`config.mk`:
```
export PLATFORM = sky130hd
export DESIGN_NAME = uart_rx_os
export DESIGN_NICKNAME = d
export VERILOG_FILES = /design/src/rtl/uart_pkg.sv /design/src/rtl/uart_rx_fifo.sv /design/src/rtl/uart_rx_os.sv
export SDC_FILE = /design/constraint.sdc
export NUM_CORES = 1
export LEC_CHECK = 0
export ABC_AREA = 1
export CELL_PAD_IN_SITES_DETAIL_PLACEMENT = 0
export CELL_PAD_IN_SITES_GLOBAL_PLACEMENT = 1
export CORE_MARGIN = 8
export CORE_UTILIZATION = 35
export DETAILED_ROUTE_END_ITERATION = 8
export PLACE_DENSITY_LB_ADDON = 0.1
export SETUP_SLACK_MARGIN = 0.15
export SYNTH_ARGS = -nofsm -noshare
export SYNTH_HDL_FRONTEND = slang
export SYNTH_SLANG_ARGS = --single-unit
```
`constraint.sdc`:
```
create_clock -name clk -period 3 [get_ports clk]
set_input_delay 0.6 -clock clk [delete_from_list [all_inputs] [get_ports clk]]
set_output_delay 0.6 -clock clk [all_outputs]
set_load 0.1 [all_outputs]
```
`src/rtl/uart_pkg.sv`:
```
// Shared types and helpers for the oversampling UART receive path.
package uart_pkg;

   typedef enum logic [2:0] {
      IDLE,
      START,
      DATA,
      PARITY,
      STOP,
      BRK_WAIT
   } rx_state_t;

   localparam int MIN_DATA_BITS = 5;

   typedef struct packed {
      logic brk;
      logic frame_err;
      logic parity_err;
   } rx_status_t;

   // Out-of-range widths saturate to the nearest supported value.
   function automatic logic [3:0] clamp_data_bits(input logic [3:0] req, input int max_bits);
      if (req < 4'(MIN_DATA_BITS)) return 4'(MIN_DATA_BITS);
      if (req > 4'(max_bits))      return 4'(max_bits);
      return req;
   endfunction

endpackage

```
`src/rtl/uart_rx_fifo.sv`:
```
// First-word fall-through FIFO for received frames; the head is held in a
// register so it is reset to zero and keeps its last value when empty.
module uart_rx_fifo #(
   parameter int WIDTH = 11,
   parameter int DEPTH = 4
) (
   input  logic                   clk,
   input  logic                   reset,
   input  logic                   push,
   input  logic [WIDTH-1:0]       push_data,
   output logic                   drop,
   input  logic                   pop,
   output logic                   valid,
   output logic [WIDTH-1:0]       head,
   output logic [$clog2(DEPTH):0] count
);

   localparam int AW = $clog2(DEPTH);

   logic [WIDTH-1:0] mem [DEPTH];
   logic [AW-1:0]    wr_ptr;
   logic [AW-1:0]    rd_ptr;
   logic [AW-1:0]    rd_nxt;
   logic [AW:0]      count_nxt;
   logic             full;
   logic             do_pop;
   logic             do_push;

   assign full    = (count == (AW+1)'(DEPTH));
   assign valid   = (count != '0);
   assign do_pop  = valid && pop;
   // A full FIFO still accepts a push when the head leaves in the same cycle.
   assign do_push = push && (!full || do_pop);
   assign drop    = push && !do_push;
   assign rd_nxt  = rd_ptr + AW'(do_pop);

   always_comb begin
      count_nxt = count;
      if (do_push && !do_pop)      count_nxt = count + 1'b1;
      else if (!do_push && do_pop) count_nxt = count - 1'b1;
   end

   // NOTE: storage has no reset; only the pointers, count and head register
   // need a known value, and leaving the array unreset keeps it a plain RAM.
   always_ff @(posedge clk) begin
      if (do_push) mem[wr_ptr] <= push_data;
   end

   // NOTE: sequential state uses non-blocking assignments so every flop
   // samples pre-edge values regardless of statement order.
   always_ff @(posedge clk or negedge reset) begin
      if (!reset) begin
         wr_ptr <= '0;
         rd_ptr <= '0;
         count  <= '0;
         head   <= '0;
      end else begin
         if (do_push) wr_ptr <= wr_ptr + 1'b1;
         rd_ptr <= rd_nxt;
         count  <= count_nxt;
         // The word being written bypasses the array when it becomes the head.
         if (count_nxt != '0)
            head <= (do_push && (wr_ptr == rd_nxt)) ? push_data : mem[rd_nxt];
      end
   end

endmodule

```
`src/rtl/uart_rx_os.sv`:
```
// Oversampling UART receiver: input synchroniser, mid-bit sampling FSM with
// parity/framing/break detection, and a valid/ready output FIFO.
module uart_rx_os
   import uart_pkg::*;
#(
   parameter int MAX_DATA_BITS = 8,
   parameter int OVERSAMPLE    = 16,
   parameter int FIFO_DEPTH    = 4
) (
   input  logic                          clk,
   input  logic                          reset,
   input  logic                          baud_tick,
   input  logic                          rx,
   input  logic [3:0]                    cfg_data_bits,
   input  logic                          cfg_parity_en,
   input  logic                          cfg_parity_odd,
   input  logic                          cfg_stop2,
   output logic                          m_valid,
   input  logic                          m_ready,
   output logic [MAX_DATA_BITS-1:0]      m_data,
   output logic                          m_parity_err,
   output logic                          m_frame_err,
   output logic                          m_break,
   output logic                          overrun,
   output logic                          busy,
   output logic [$clog2(FIFO_DEPTH):0]   fifo_count
);

   localparam int TW = $clog2(OVERSAMPLE);
   localparam int EW = $bits(rx_status_t) + MAX_DATA_BITS;

   rx_state_t state, state_nxt;

   logic                     rx_meta, rx_s;
   logic [TW-1:0]            tick_cnt;
   logic [3:0]               bit_cnt;
   logic [3:0]               bits_q;
   logic                     par_en_q, par_odd_q, stop2_q;
   logic [MAX_DATA_BITS-1:0] shreg;
   logic                     par_acc, perr_q, ferr_q;
   logic                     brk_cand, brk_q;
   logic                     stop_cnt;

   logic tick_clr, tick_inc;
   logic start_ok, data_smp, par_smp, stop_smp, push;
   logic half_pt, bit_pt, last_data, last_stop;
   logic brk_now, ferr_now;
   logic fifo_drop;

   rx_status_t       status, head_status;
   logic [EW-1:0]    push_data, head;

   always_ff @(posedge clk or negedge reset) begin
      if (!reset) begin
         rx_meta <= 1'b1;
         rx_s    <= 1'b1;
      end else begin
         rx_meta <= rx;
         rx_s    <= rx_meta;
      end
   end

   assign half_pt   = (tick_cnt == TW'(OVERSAMPLE/2 - 1));
   assign bit_pt    = (tick_cnt == TW'(OVERSAMPLE - 1));
   assign last_data = (bit_cnt == bits_q - 4'd1);
   assign last_stop = !stop2_q || stop_cnt;
   // Break is decided on the first stop bit and carried to a second one.
   assign brk_now   = stop_cnt ? brk_q : (brk_cand && !rx_s);
   assign ferr_now  = ferr_q || !rx_s;

   always_ff @(posedge clk or negedge reset) begin
      if (!reset) state <= IDLE;
      else        state <= state_nxt;
   end

   // NOTE: every output of this block gets a default first so no path
   // through the case leaves a signal unassigned and infers a latch.
   always_comb begin
      state_nxt = state;
      tick_clr  = 1'b0;
      tick_inc  = 1'b0;
      start_ok  = 1'b0;
      data_smp  = 1'b0;
      par_smp   = 1'b0;
      stop_smp  = 1'b0;
      push      = 1'b0;
      if (baud_tick) begin
         unique case (state)
            IDLE: begin
               if (!rx_s) begin
                  state_nxt = START;
                  tick_clr  = 1'b1;
               end
            end
            START: begin
               if (half_pt) begin
                  tick_clr = 1'b1;
                  if (rx_s) begin
                     state_nxt = IDLE;
                  end else begin
                     start_ok  = 1'b1;
                     state_nxt = DATA;
                  end
               end else begin
                  tick_inc = 1'b1;
               end
            end
            DATA: begin
               if (bit_pt) begin
                  tick_clr = 1'b1;
                  data_smp = 1'b1;
                  if (last_data) state_nxt = par_en_q ? PARITY : STOP;
               end else begin
                  tick_inc = 1'b1;
               end
            end
            PARITY: begin
               if (bit_pt) begin
                  tick_clr  = 1'b1;
                  par_smp   = 1'b1;
                  state_nxt = STOP;
               end else begin
                  tick_inc = 1'b1;
               end
            end
            STOP: begin
               if (bit_pt) begin
                  tick_clr = 1'b1;
                  stop_smp = 1'b1;
                  // Pushing at mid-bit leaves half a bit to catch a back-to-back start.
                  if (last_stop) begin
                     push      = 1'b1;
                     state_nxt = brk_now ? BRK_WAIT : IDLE;
                  end
               end else begin
                  tick_inc = 1'b1;
               end
            end
            BRK_WAIT: begin
               if (rx_s) state_nxt = IDLE;
            end
            default: state_nxt = IDLE;
         endcase
      end
   end

   always_ff @(posedge clk or negedge reset) begin
      if (!reset) begin
         tick_cnt  <= '0;
         bit_cnt   <= '0;
         bits_q    <= 4'(MIN_DATA_BITS);
         par_en_q  <= 1'b0;
         par_odd_q <= 1'b0;
         stop2_q   <= 1'b0;
         shreg     <= '0;
         par_acc   <= 1'b0;
         perr_q    <= 1'b0;
         ferr_q    <= 1'b0;
         brk_cand  <= 1'b0;
         brk_q     <= 1'b0;
         stop_cnt  <= 1'b0;
      end else begin
         if (tick_clr)      tick_cnt <= '0;
         else if (tick_inc) tick_cnt <= tick_cnt + 1'b1;

         if (start_ok) begin
            bits_q    <= clamp_data_bits(cfg_data_bits, MAX_DATA_BITS);
            par_en_q  <= cfg_parity_en;
            par_odd_q <= cfg_parity_odd;
            stop2_q   <= cfg_stop2;
            shreg     <= '0;
            bit_cnt   <= '0;
            par_acc   <= 1'b0;
            perr_q    <= 1'b0;
            ferr_q    <= 1'b0;
            brk_cand  <= 1'b1;
            brk_q     <= 1'b0;
            stop_cnt  <= 1'b0;
         end

         // Bits land at their final position, so the word is right-aligned.
         if (data_smp) begin
            shreg   <= shreg | (MAX_DATA_BITS'(rx_s) << bit_cnt);
            bit_cnt <= bit_cnt + 4'd1;
            par_acc <= par_acc ^ rx_s;
            if (rx_s) brk_cand <= 1'b0;
         end

         if (par_smp) begin
            perr_q <= par_acc ^ rx_s ^ par_odd_q;
            if (rx_s) brk_cand <= 1'b0;
         end

         if (stop_smp) begin
            stop_cnt <= 1'b1;
            ferr_q   <= ferr_now;
            if (!stop_cnt) brk_q <= brk_now;
         end
      end
   end

   always_comb begin
      status.brk        = brk_now;
      status.frame_err  = ferr_now;
      status.parity_err = perr_q;
   end

   assign push_data = {status, shreg};

   uart_rx_fifo #(
      .WIDTH (EW),
      .DEPTH (FIFO_DEPTH)
   ) u_fifo (
      .clk       (clk),
      .reset     (reset),
      .push      (push),
      .push_data (push_data),
      .drop      (fifo_drop),
      .pop       (m_ready),
      .valid     (m_valid),
      .head      (head),
      .count     (fifo_count)
   );

   assign {head_status, m_data} = head;
   assign m_break      = head_status.brk;
   assign m_frame_err  = head_status.frame_err;
   assign m_parity_err = head_status.parity_err;

   always_ff @(posedge clk or negedge reset) begin
      if (!reset) overrun <= 1'b0;
      else        overrun <= fifo_drop;
   end

   assign busy = (state != IDLE);

endmodule
```
==> impl_results.html, run 1 <==
<table>
<tr><th>Metric</th><th>Value</th></tr>
<tr><th colspan="2">Outcome</th></tr>
<tr><td>Result of the run</td><td>completed</td></tr>
<tr><th colspan="2">Worst setup path</th></tr>
<tr><td>Crit path arrival time</td><td>between 2000 and 3000 ps</td></tr>
<tr><td>Worst path top cell family by delay</td><td>adder cells</td></tr>
<tr><td>Data required time of the critical path</td><td>approximately 3300 ps</td></tr>
<tr><td>Worst Path Max Fanout</td><td>12</td></tr>
<tr><td>Delay of the slowest critical-path stage</td><td>approximately 490 ps</td></tr>
<tr><td>Critical path class</td><td>flop to flop</td></tr>
<tr><td>Endpoint class of the critical path</td><td>flop</td></tr>
<tr><td>Cells along the critical path</td><td>inv_1 -&gt; ha_1 -&gt; nand2_4 -&gt; nand2_1 -&gt; inv_2 -&gt; ha_1 -&gt; buf_4 -&gt; mux2i_1 -&gt; o21ai_0 -&gt; nand2_1 -&gt; o21ai_1 -&gt; nand2_1 -&gt; nand2_1</td></tr>
<tr><td>Startpoint types</td><td>flop</td></tr>
<tr><td>Most repeated library cell on the critical path</td><td>sky130_fd_sc_hd__nand2_1</td></tr>
<tr><td>Worst path slowest cell</td><td>sky130_fd_sc_hd__dfrtp_4</td></tr>
<tr><td>Buf+Inv Stages, Crit Path</td><td>3</td></tr>
<tr><th colspan="2">CTS</th></tr>
<tr><td>Number of H-tree branching levels</td><td>3</td></tr>
<tr><td>Setup Buffers After CTS</td><td>0</td></tr>
<tr><td>Total clock sinks</td><td>97</td></tr>
<tr><td>CTS tree</td><td>built</td></tr>
<tr><td>Root cell of the clock tree</td><td>sky130_fd_sc_hd__clkbuf_16</td></tr>
<tr><td>Clock slew at reported path FFs</td><td>~70 ps</td></tr>
<tr><td>Clock latency at the later pin of the worst-skew pair</td><td>~350 ps</td></tr>
<tr><td>CTS-repair resized insts</td><td>0</td></tr>
<tr><td>Clock buffer count from CTS</td><td>9</td></tr>
<tr><td>CTS Hold Buffers Added</td><td>0</td></tr>
<tr><td>Clock Tree Buf Depth</td><td>2</td></tr>
<tr><th colspan="2">STA</th></tr>
<tr><td>Slew headroom</td><td>0.449</td></tr>
<tr><td>Fmax</td><td>just under 400 MHz</td></tr>
<tr><td>Min setup slack post-route</td><td>about 420 ps</td></tr>
<tr><td>Time the final worst path needs with I/O delays and setup</td><td>2580 ps</td></tr>
<tr><td>Count of final hold-check violations</td><td>0</td></tr>
<tr><td>Setup TNS</td><td>0 ps</td></tr>
<tr><td>Setup violations, final</td><td>0</td></tr>
<tr><td>Worst clock skew on the final layout</td><td>about 7.1 ps</td></tr>
<tr><td>Fin crit share</td><td>0.860</td></tr>
<tr><td>Slew at the pin closest to its max-slew limit</td><td>818 ps</td></tr>
<tr><td>Setup repair after global routing missed its margin</td><td>no</td></tr>
<tr><td>Max-slew violation count</td><td>0</td></tr>
<tr><th colspan="2">Place</th></tr>
<tr><td>Number of buffers inserted by port buffering</td><td>28</td></tr>
<tr><td>Sum of net half-perimeters after detailed placement</td><td>roughly 7400 um</td></tr>
<tr><td>Pre-CTS worst setup slack</td><td>289 ps</td></tr>
<tr><td>Routability congestion estimate</td><td>slightly above 0.8</td></tr>
<tr><th colspan="2">Global route</th></tr>
<tr><td>Met1 layer usage reported by global route</td><td>0.156</td></tr>
<tr><td>Most congested layer reported by global routing</td><td>met2</td></tr>
<tr><td>Met2 Usage GRT</td><td>0.228</td></tr>
<tr><td>Met3 GRT Util</td><td>0.0351</td></tr>
<tr><td>Antenna violations before repair</td><td>0</td></tr>
<tr><td>Gr ovfl total</td><td>0</td></tr>
<tr><td>Global-route usage over all layers</td><td>0.133</td></tr>
<tr><td>Number of global-route vias before repair</td><td>between 3000 and 4000</td></tr>
<tr><td>Global-route wire length before repair</td><td>between 15000 and 20000 um</td></tr>
<tr><td>Largest net degree at the start of global routing</td><td>26</td></tr>
<tr><th colspan="2">Power</th></tr>
<tr><td>Worst IR Drop VDD</td><td>0.452 mV</td></tr>
<tr><td>Power density over the cells</td><td>around 1100 mW/mm^2</td></tr>
<tr><td>Static leakage</td><td>around 0.0024 uW</td></tr>
<tr><th colspan="2">Synthesis</th></tr>
<tr><td>Library cells used by synthesis</td><td>34</td></tr>
<tr><td>Post-Syn Area</td><td>~0.0046 sq mm</td></tr>
<tr><td>Most frequent cell after synthesis</td><td>sky130_fd_sc_hd__nand2_1</td></tr>
<tr><td>Share of flip-flops with an asynchronous set or reset after synthesis</td><td>0.546</td></tr>
<tr><td>Top cells by instance count after synthesis</td><td>sky130_fd_sc_hd__nand2_1 (133), sky130_fd_sc_hd__inv_1 (50), sky130_fd_sc_hd__dfrtp_1 (49), sky130_fd_sc_hd__edfxtp_1 (44), sky130_fd_sc_hd__o21ai_0 (36)</td></tr>
<tr><td>Syn. warnings</td><td>0</td></tr>
<tr><td>Post-synth net total</td><td>494</td></tr>
<tr><td>Dominant cells by area after synthesis</td><td>sky130_fd_sc_hd__edfxtp_1 (29%), sky130_fd_sc_hd__dfrtp_1 (27%), sky130_fd_sc_hd__nand2_1 (11%)</td></tr>
<tr><td>Average cell area after synthesis</td><td>slightly below 10 sq um</td></tr>
<tr><td>Register area share after synthesis</td><td>0.582</td></tr>
<tr><td>Synth Register Bits</td><td>just under 100</td></tr>
<tr><td>Gate count of the mapped netlist</td><td>~470</td></tr>
<tr><td>Top FF cell, synth</td><td>sky130_fd_sc_hd__dfrtp_1</td></tr>
<tr><td>Library cell occupying the most area in the post-synthesis netlist</td><td>sky130_fd_sc_hd__edfxtp_1</td></tr>
<tr><td>Number of flops mapped to enable cells by yosys</td><td>44</td></tr>
<tr><td>Area share of the leading cell type in the synthesized netlist</td><td>0.290</td></tr>
<tr><th colspan="2">Floorplanning</th></tr>
<tr><td>Starting Density</td><td>0.360</td></tr>
<tr><td>Die height</td><td>around 130 um</td></tr>
<tr><td>Boundary pin count</td><td>29</td></tr>
<tr><td>Die Footprint</td><td>~0.017 sq mm</td></tr>
<tr><td>Core Area</td><td>about 0.013 sq mm</td></tr>
<tr><td>Die extent in x</td><td>130 um</td></tr>
<tr><td>Site row count</td><td>41</td></tr>
<tr><th colspan="2">Min path</th></tr>
<tr><td>Class of the tightest hold or removal check</td><td>input pin to asynchronous set/reset pin</td></tr>
<tr><th colspan="2">Drt</th></tr>
<tr><td>Detailed Routing Iterations Pass 1</td><td>4</td></tr>
<tr><td>Routed via count divided by cell count</td><td>4.66</td></tr>
<tr><td>Number of nets with antenna violations after routing</td><td>0</td></tr>
<tr><td>Detailed router's first-iteration violation count</td><td>roughly 150</td></tr>
<tr><td>DRC violations left</td><td>0</td></tr>
<tr><td>Total wire length</td><td>a little over 10000 um</td></tr>
<tr><td>Overall via count from detail_route</td><td>3200</td></tr>
<tr><td>Wire length per cell</td><td>15.0 um</td></tr>
<tr><th colspan="2">Run</th></tr>
<tr><td>Number of max-capacitance violations reported</td><td>0</td></tr>
<tr><th colspan="2">Cells and area</th></tr>
<tr><td>Final #Nets</td><td>approximately 530</td></tr>
<tr><td>Area growth from synthesis to layout</td><td>18.0%</td></tr>
<tr><td>Fraction of final layout cells with drive strength greater than 1</td><td>0.153</td></tr>
<tr><td>Antenna diode count</td><td>0</td></tr>
</table>
-- per-stage QoR --
stage	hold slack, ps	util	instances	total power (uW)	instance area [sq um]
final	143	0.425	687	5670	5380
after global placement	347	0.399	671	4480	5050
after floorplan	304	-	471	3810	4570
after CTS	138	0.425	687	5750	5380
after detailed placement	349	0.399	671	4480	5050
after global routing	150	0.425	687	6020	5380
-- cell families (layout without fill, tap and decap cells) --
logic type                 count (synthesis)  in the layout  share of synthesized area
adders and majority gates                 11             11                     0.0302
xor gates and xnor gates                  13             13                     0.0250
buffers and inverters                     69            113                     0.0615
muxes                                     10             10                     0.0220
AOI/OAI and AO/OA                         62             62                     0.0750
and+or+nand+nor                          209            209                      0.204
DFF                                       97             97                      0.582
-- power breakdown --
part	internal, uW	switching (uW)	total (uW)	leakage, uW
clock	739	519	1260	0.000158
sequential	1620	172	1800	0.00103
combinational	729	1890	2620	0.00124
total	3090	2580	5670	0.00243
-- registers in the layout (all words and copies together), names as in the netlist, 3 cells and up --
register and cells:
bit_cnt 4, bits_q 4, shreg 8, state 3
tick_cnt 4, u_fifo.count 3, u_fifo.head 11, u_fifo.mem 44
-- routing by layer --
| metal | vias up | wire length, um |
|---|---|---|
| li1 | 1627 | - |
| met1 | 1518 | 4540 |
| met2 | 44 | 5180 |
| met3 | 11 | 362 |
| met4 | 0 | 206 |
| met5 | - | 0 |
-- final timing paths --
| path | startpoint | endpoint | slack, ps | depth (start not counted) |
|---|---|---|---|---|
| min in group clk | rx_meta | rx_s | 360 | 0 |
| min reg2reg | rx_meta | rx_s | 360 | 0 |
| max in group asynchronous | reset | u_fifo.count[0] | 2190 | 2 |
| max reg2reg | u_fifo.count[0] | u_fifo.head[2] | 420 | 13 |
| max | u_fifo.count[0] | u_fifo.head[2] | 420 | 13 |
| min | reset | shreg[3] | 140 | 1 |
-- final cells by class --
type / count / area [sq um]
Multi-Input combinational cell: 305 / 1630
Tap cell: 172 / 215
Clock buffer: 9 / 225
Clock inverter: 7 / 101
Fill cell: 1276 / 7290
Sequential cell: 97 / 2660
Inverter: 55 / 206
Timing Repair Buffer: 42 / 338
-- cells in the final DEF, fill, tap and decap left out, types with 9 or more instances in the layout --
master,netlist,routed
sky130_fd_sc_hd__nand2_1,133,132
sky130_fd_sc_hd__inv_1,50,50
sky130_fd_sc_hd__dfrtp_1,49,46
sky130_fd_sc_hd__edfxtp_1,44,44
sky130_fd_sc_hd__o21ai_0,36,36
sky130_fd_sc_hd__buf_4,2,31
sky130_fd_sc_hd__nand3_1,29,29
sky130_fd_sc_hd__nor2_1,22,22
sky130_fd_sc_hd__ha_1,11,11
sky130_fd_sc_hd__mux2i_1,10,10
sky130_fd_sc_hd__clkdlybuf4s50_1,0,10
sky130_fd_sc_hd__o21ai_1,9,9
sky130_fd_sc_hd__clkbuf_16,0,9
No activity file was read; power rests on OpenSTA's default activity.
==> run 2, diff against run 1 <==
--- a/config.mk
+++ b/config.mk
@@ -6,10 +6,11 @@
 export NUM_CORES = 1
 export LEC_CHECK = 0
 export ABC_AREA = 1
+export CAP_MARGIN = 10
 export CELL_PAD_IN_SITES_DETAIL_PLACEMENT = 0
 export CELL_PAD_IN_SITES_GLOBAL_PLACEMENT = 1
 export CORE_MARGIN = 8
-export CORE_UTILIZATION = 35
+export CORE_UTILIZATION = 25
 export DETAILED_ROUTE_END_ITERATION = 8
 export PLACE_DENSITY_LB_ADDON = 0.1
 export SETUP_SLACK_MARGIN = 0.15
==> impl_results.html, run 2 (synthesis gave the netlist of run 1 again) <==
<table>
<tr><th>Metric</th><th>Value</th></tr>
<tr><th colspan="2">Power</th></tr>
<tr><td>Worst IR Drop VDD</td><td>0.738 mV (+63%)</td></tr>
<tr><td>Static leakage</td><td>0.00240 uW (-0.94%)</td></tr>
<tr><td>Power density over the cells</td><td>1030 mW/mm^2 (-2.4%)</td></tr>
<tr><th colspan="2">STA</th></tr>
<tr><td>Max-slew violation count</td><td>0 (unchanged)</td></tr>
<tr><td>Slew headroom</td><td>0.485 (+0.0357)</td></tr>
<tr><td>Fin crit share</td><td>0.843 (-0.0171)</td></tr>
<tr><td>Hold slack final</td><td>310 ps (+167 ps)</td></tr>
<tr><td>Setup repair after global routing missed its margin</td><td>yes</td></tr>
<tr><td>Fmax</td><td>396 MHz (+2.0%)</td></tr>
<tr><td>Slew at the pin closest to its max-slew limit</td><td>765 ps (-53.0 ps)</td></tr>
<tr><td>Count of final hold-check violations</td><td>0 (unchanged)</td></tr>
<tr><td>Setup TNS</td><td>0 ps (unchanged)</td></tr>
<tr><td>Setup violations, final</td><td>0 (unchanged)</td></tr>
<tr><td>Time the final worst path needs with I/O delays and setup</td><td>2530 ps (-51.4 ps)</td></tr>
<tr><td>Worst clock skew on the final layout</td><td>9.51 ps (+2.46 ps)</td></tr>
<tr><th colspan="2">Cells and area</th></tr>
<tr><td>Non-filler instance count after layout</td><td>741 (+7.9%)</td></tr>
<tr><td>Number of filler cells placed in the layout</td><td>1869 (+46%)</td></tr>
<tr><td>Final #Nets</td><td>530 (-0.56%)</td></tr>
<tr><td>Fraction of final layout cells with drive strength greater than 1</td><td>0.154 (+0.000899)</td></tr>
<tr><td>Largest regs</td><td>u_fifo.mem (44), u_fifo.head (11), shreg (8)</td></tr>
<tr><td>Largest Register</td><td>u_fifo.mem</td></tr>
<tr><td>Design area</td><td>0.00543 sq mm (+0.91%)</td></tr>
<tr><td>Area growth from synthesis to layout</td><td>19.1%</td></tr>
<tr><td>Commonest non-fill, non-tap cells in the layout</td><td>sky130_fd_sc_hd__nand2_1 (132), sky130_fd_sc_hd__inv_1 (50), sky130_fd_sc_hd__dfrtp_1 (46), sky130_fd_sc_hd__edfxtp_1 (44), sky130_fd_sc_hd__o21ai_0 (36)</td></tr>
<tr><td>Most common cell after layout, fill and taps aside</td><td>sky130_fd_sc_hd__nand2_1</td></tr>
<tr><td>Flip-flop count of the largest register after layout</td><td>44 (unchanged)</td></tr>
<tr><td>Antenna diode count</td><td>0 (unchanged)</td></tr>
<tr><td>Area used by multi-input combinational logic</td><td>0.00164 sq mm (+0.69%)</td></tr>
<tr><td>Area used by sequential logic in the layout</td><td>0.00266 sq mm (unchanged)</td></tr>
<tr><th colspan="2">Worst setup path</th></tr>
<tr><td>Depth of the worst register-to-register path</td><td>13 (unchanged)</td></tr>
<tr><td>Destination of the worst register-to-register timing path</td><td>u_fifo.head[0]</td></tr>
<tr><td>Crit path arrival time</td><td>2820 ps (-50 ps)</td></tr>
<tr><td>Register-to-register path setup slack</td><td>470 ps (+50 ps)</td></tr>
<tr><td>Critical path class</td><td>flop to flop</td></tr>
<tr><td>Worst Path Max Fanout</td><td>22 (+10)</td></tr>
<tr><td>Data required time of the critical path</td><td>3300 ps (about the same)</td></tr>
<tr><td>Critical register-to-register path startpoint</td><td>u_fifo.count[0]</td></tr>
<tr><td>Startpoint types</td><td>flop</td></tr>
<tr><td>Endpoint class of the critical path</td><td>flop</td></tr>
<tr><th colspan="2">Floorplanning</th></tr>
<tr><td>Site row count</td><td>49 (+20%)</td></tr>
<tr><td>Die height</td><td>151 um (+16%)</td></tr>
<tr><td>Die Footprint</td><td>0.0228 sq mm (+35%)</td></tr>
<tr><td>Boundary pin count</td><td>29 (unchanged)</td></tr>
<tr><td>Starting Density</td><td>0.255 (-0.105)</td></tr>
<tr><td>Die extent in x</td><td>151 um (+16%)</td></tr>
<tr><td>Core Area</td><td>0.0179 sq mm (+41%)</td></tr>
<tr><th colspan="2">Drt</th></tr>
<tr><td>Overall via count from detail_route</td><td>3219 (+0.59%)</td></tr>
<tr><td>Detailed Routing Iterations Pass 1</td><td>4 (unchanged)</td></tr>
<tr><td>Detailed router's first-iteration violation count</td><td>174 (+15%)</td></tr>
<tr><td>Wire length per cell</td><td>15.0 um (+0.28%)</td></tr>
<tr><td>DRC violations left</td><td>0 (unchanged)</td></tr>
<tr><td>Routed via count divided by cell count</td><td>4.34 (-6.7%)</td></tr>
<tr><td>Number of nets with antenna violations after routing</td><td>0 (unchanged)</td></tr>
<tr><td>Total wire length</td><td>11100 um (+8.2%)</td></tr>
<tr><th colspan="2">CTS</th></tr>
<tr><td>Clock Tree Buf Depth</td><td>2 (unchanged)</td></tr>
<tr><td>Clock latency at the later pin of the worst-skew pair</td><td>350 ps (about the same)</td></tr>
<tr><td>Number of H-tree branching levels</td><td>3 (unchanged)</td></tr>
<tr><td>CTS Hold Buffers Added</td><td>0 (unchanged)</td></tr>
<tr><td>Clock buffer count from CTS</td><td>9 (unchanged)</td></tr>
<tr><td>Total clock sinks</td><td>97 (unchanged)</td></tr>
<tr><td>Root cell of the clock tree</td><td>sky130_fd_sc_hd__clkbuf_16</td></tr>
<tr><td>Clock slew at reported path FFs</td><td>80 ps (about the same)</td></tr>
<tr><td>CTS tree</td><td>built</td></tr>
<tr><th colspan="2">Place</th></tr>
<tr><td>Number of buffers inserted by port buffering</td><td>28 (unchanged)</td></tr>
<tr><td>Routability congestion estimate</td><td>0.748 (-8.9%)</td></tr>
<tr><td>Sum of net half-perimeters after detailed placement</td><td>7790 um (+5.6%)</td></tr>
<tr><td>Placed Instances</td><td>725 (+8.0%)</td></tr>
<tr><td>Area post-placement</td><td>0.00513 sq mm (+1.5%)</td></tr>
<tr><th colspan="2">Global route</th></tr>
<tr><td>Gr ovfl total</td><td>0 (unchanged)</td></tr>
<tr><td>Number of global-route vias before repair</td><td>3233 (-1.2%)</td></tr>
<tr><td>Global-route usage over all layers</td><td>0.105 (-0.0272)</td></tr>
<tr><td>Global-route wire length before repair</td><td>18100 um (+7.1%)</td></tr>
<tr><td>Largest net degree at the start of global routing</td><td>29 (+12%)</td></tr>
<tr><td>Antenna violations before repair</td><td>0 (unchanged)</td></tr>
<tr><th colspan="2">Min path</th></tr>
<tr><td>Class of the tightest hold or removal check</td><td>input pin to asynchronous set/reset pin</td></tr>
<tr><th colspan="2">Run</th></tr>
<tr><td>Number of max-capacitance violations reported</td><td>0 (unchanged)</td></tr>
<tr><th colspan="2">Outcome</th></tr>
<tr><td>Result of the run</td><td>completed</td></tr>
</table>
[run 2: where the power goes]
group	internal [uW]	switching, uW	total (uW)
clock network	579	554	1130
registers	1620	173	1800
logic	742	1920	2660
[run 2: worst max path at each step]
stage | start | endpoint | slack [ps]
global route | u_fifo.count[0] | u_fifo.head[0] | 150
global placement | m_ready | u_fifo.head[3] | 230
finish | u_fifo.count[0] | u_fifo.head[0] | 470
floorplan | u_fifo.count[0] | u_fifo.head[1] | 150
CTS | u_fifo.count[0] | u_fifo.head[3] | 360
detailed placement | baud_tick | u_fifo.head[8] | 220
[run 2: per-stage QoR]
stage	worst slack, ps	power [uW]	util
4_1_cts	364	5700	0.303
5_1_grt	145	6020	0.303
2_1_floorplan	152	3810	-
6_report	472	5590	0.303
3_5_place_dp	224	4540	0.286
3_3_place_gp	232	4540	0.286
[run 2: worst max-delay path, stage by stage, from the launching register on]
cell and delay [ps]:
sky130_fd_sc_hd__dfrtp_4 510, sky130_fd_sc_hd__inv_1 130, sky130_fd_sc_hd__ha_1 230, sky130_fd_sc_hd__nand2_4 60
sky130_fd_sc_hd__nand2_1 130, sky130_fd_sc_hd__inv_2 80, sky130_fd_sc_hd__ha_1 190, sky130_fd_sc_hd__xor2_1 230
sky130_fd_sc_hd__xor2_1 200, sky130_fd_sc_hd__nand3_2 80, sky130_fd_sc_hd__buf_4 220, sky130_fd_sc_hd__o21ai_1 260
sky130_fd_sc_hd__nand2_1 90, sky130_fd_sc_hd__nand2_1 70
[run 2: final cells by class]
type / instances / area share
Sequential cell: 97 / 0.490
Multi-Input combinational cell: 305 / 0.303
Timing Repair Buffer: 39 / 0.0627
Tap cell: 229 / 0.0528
Clock buffer: 9 / 0.0415
Inverter: 55 / 0.0380
Clock inverter: 7 / 0.0120
[run 2: repair_timing]
action	4_1_cts	5_1_grt
endpoints found under the setup margin	0	3
gates resized for setup	0	3
setup buffers	0	0
[run 2: metal layers]
layer,up-vias,track usage,wire length [um]
li1,1632,-,-
met1,1539,0.134,5240
met2,40,0.171,5360
met3,8,0.0305,379
met4,0,0.0292,146
met5,-,0,0
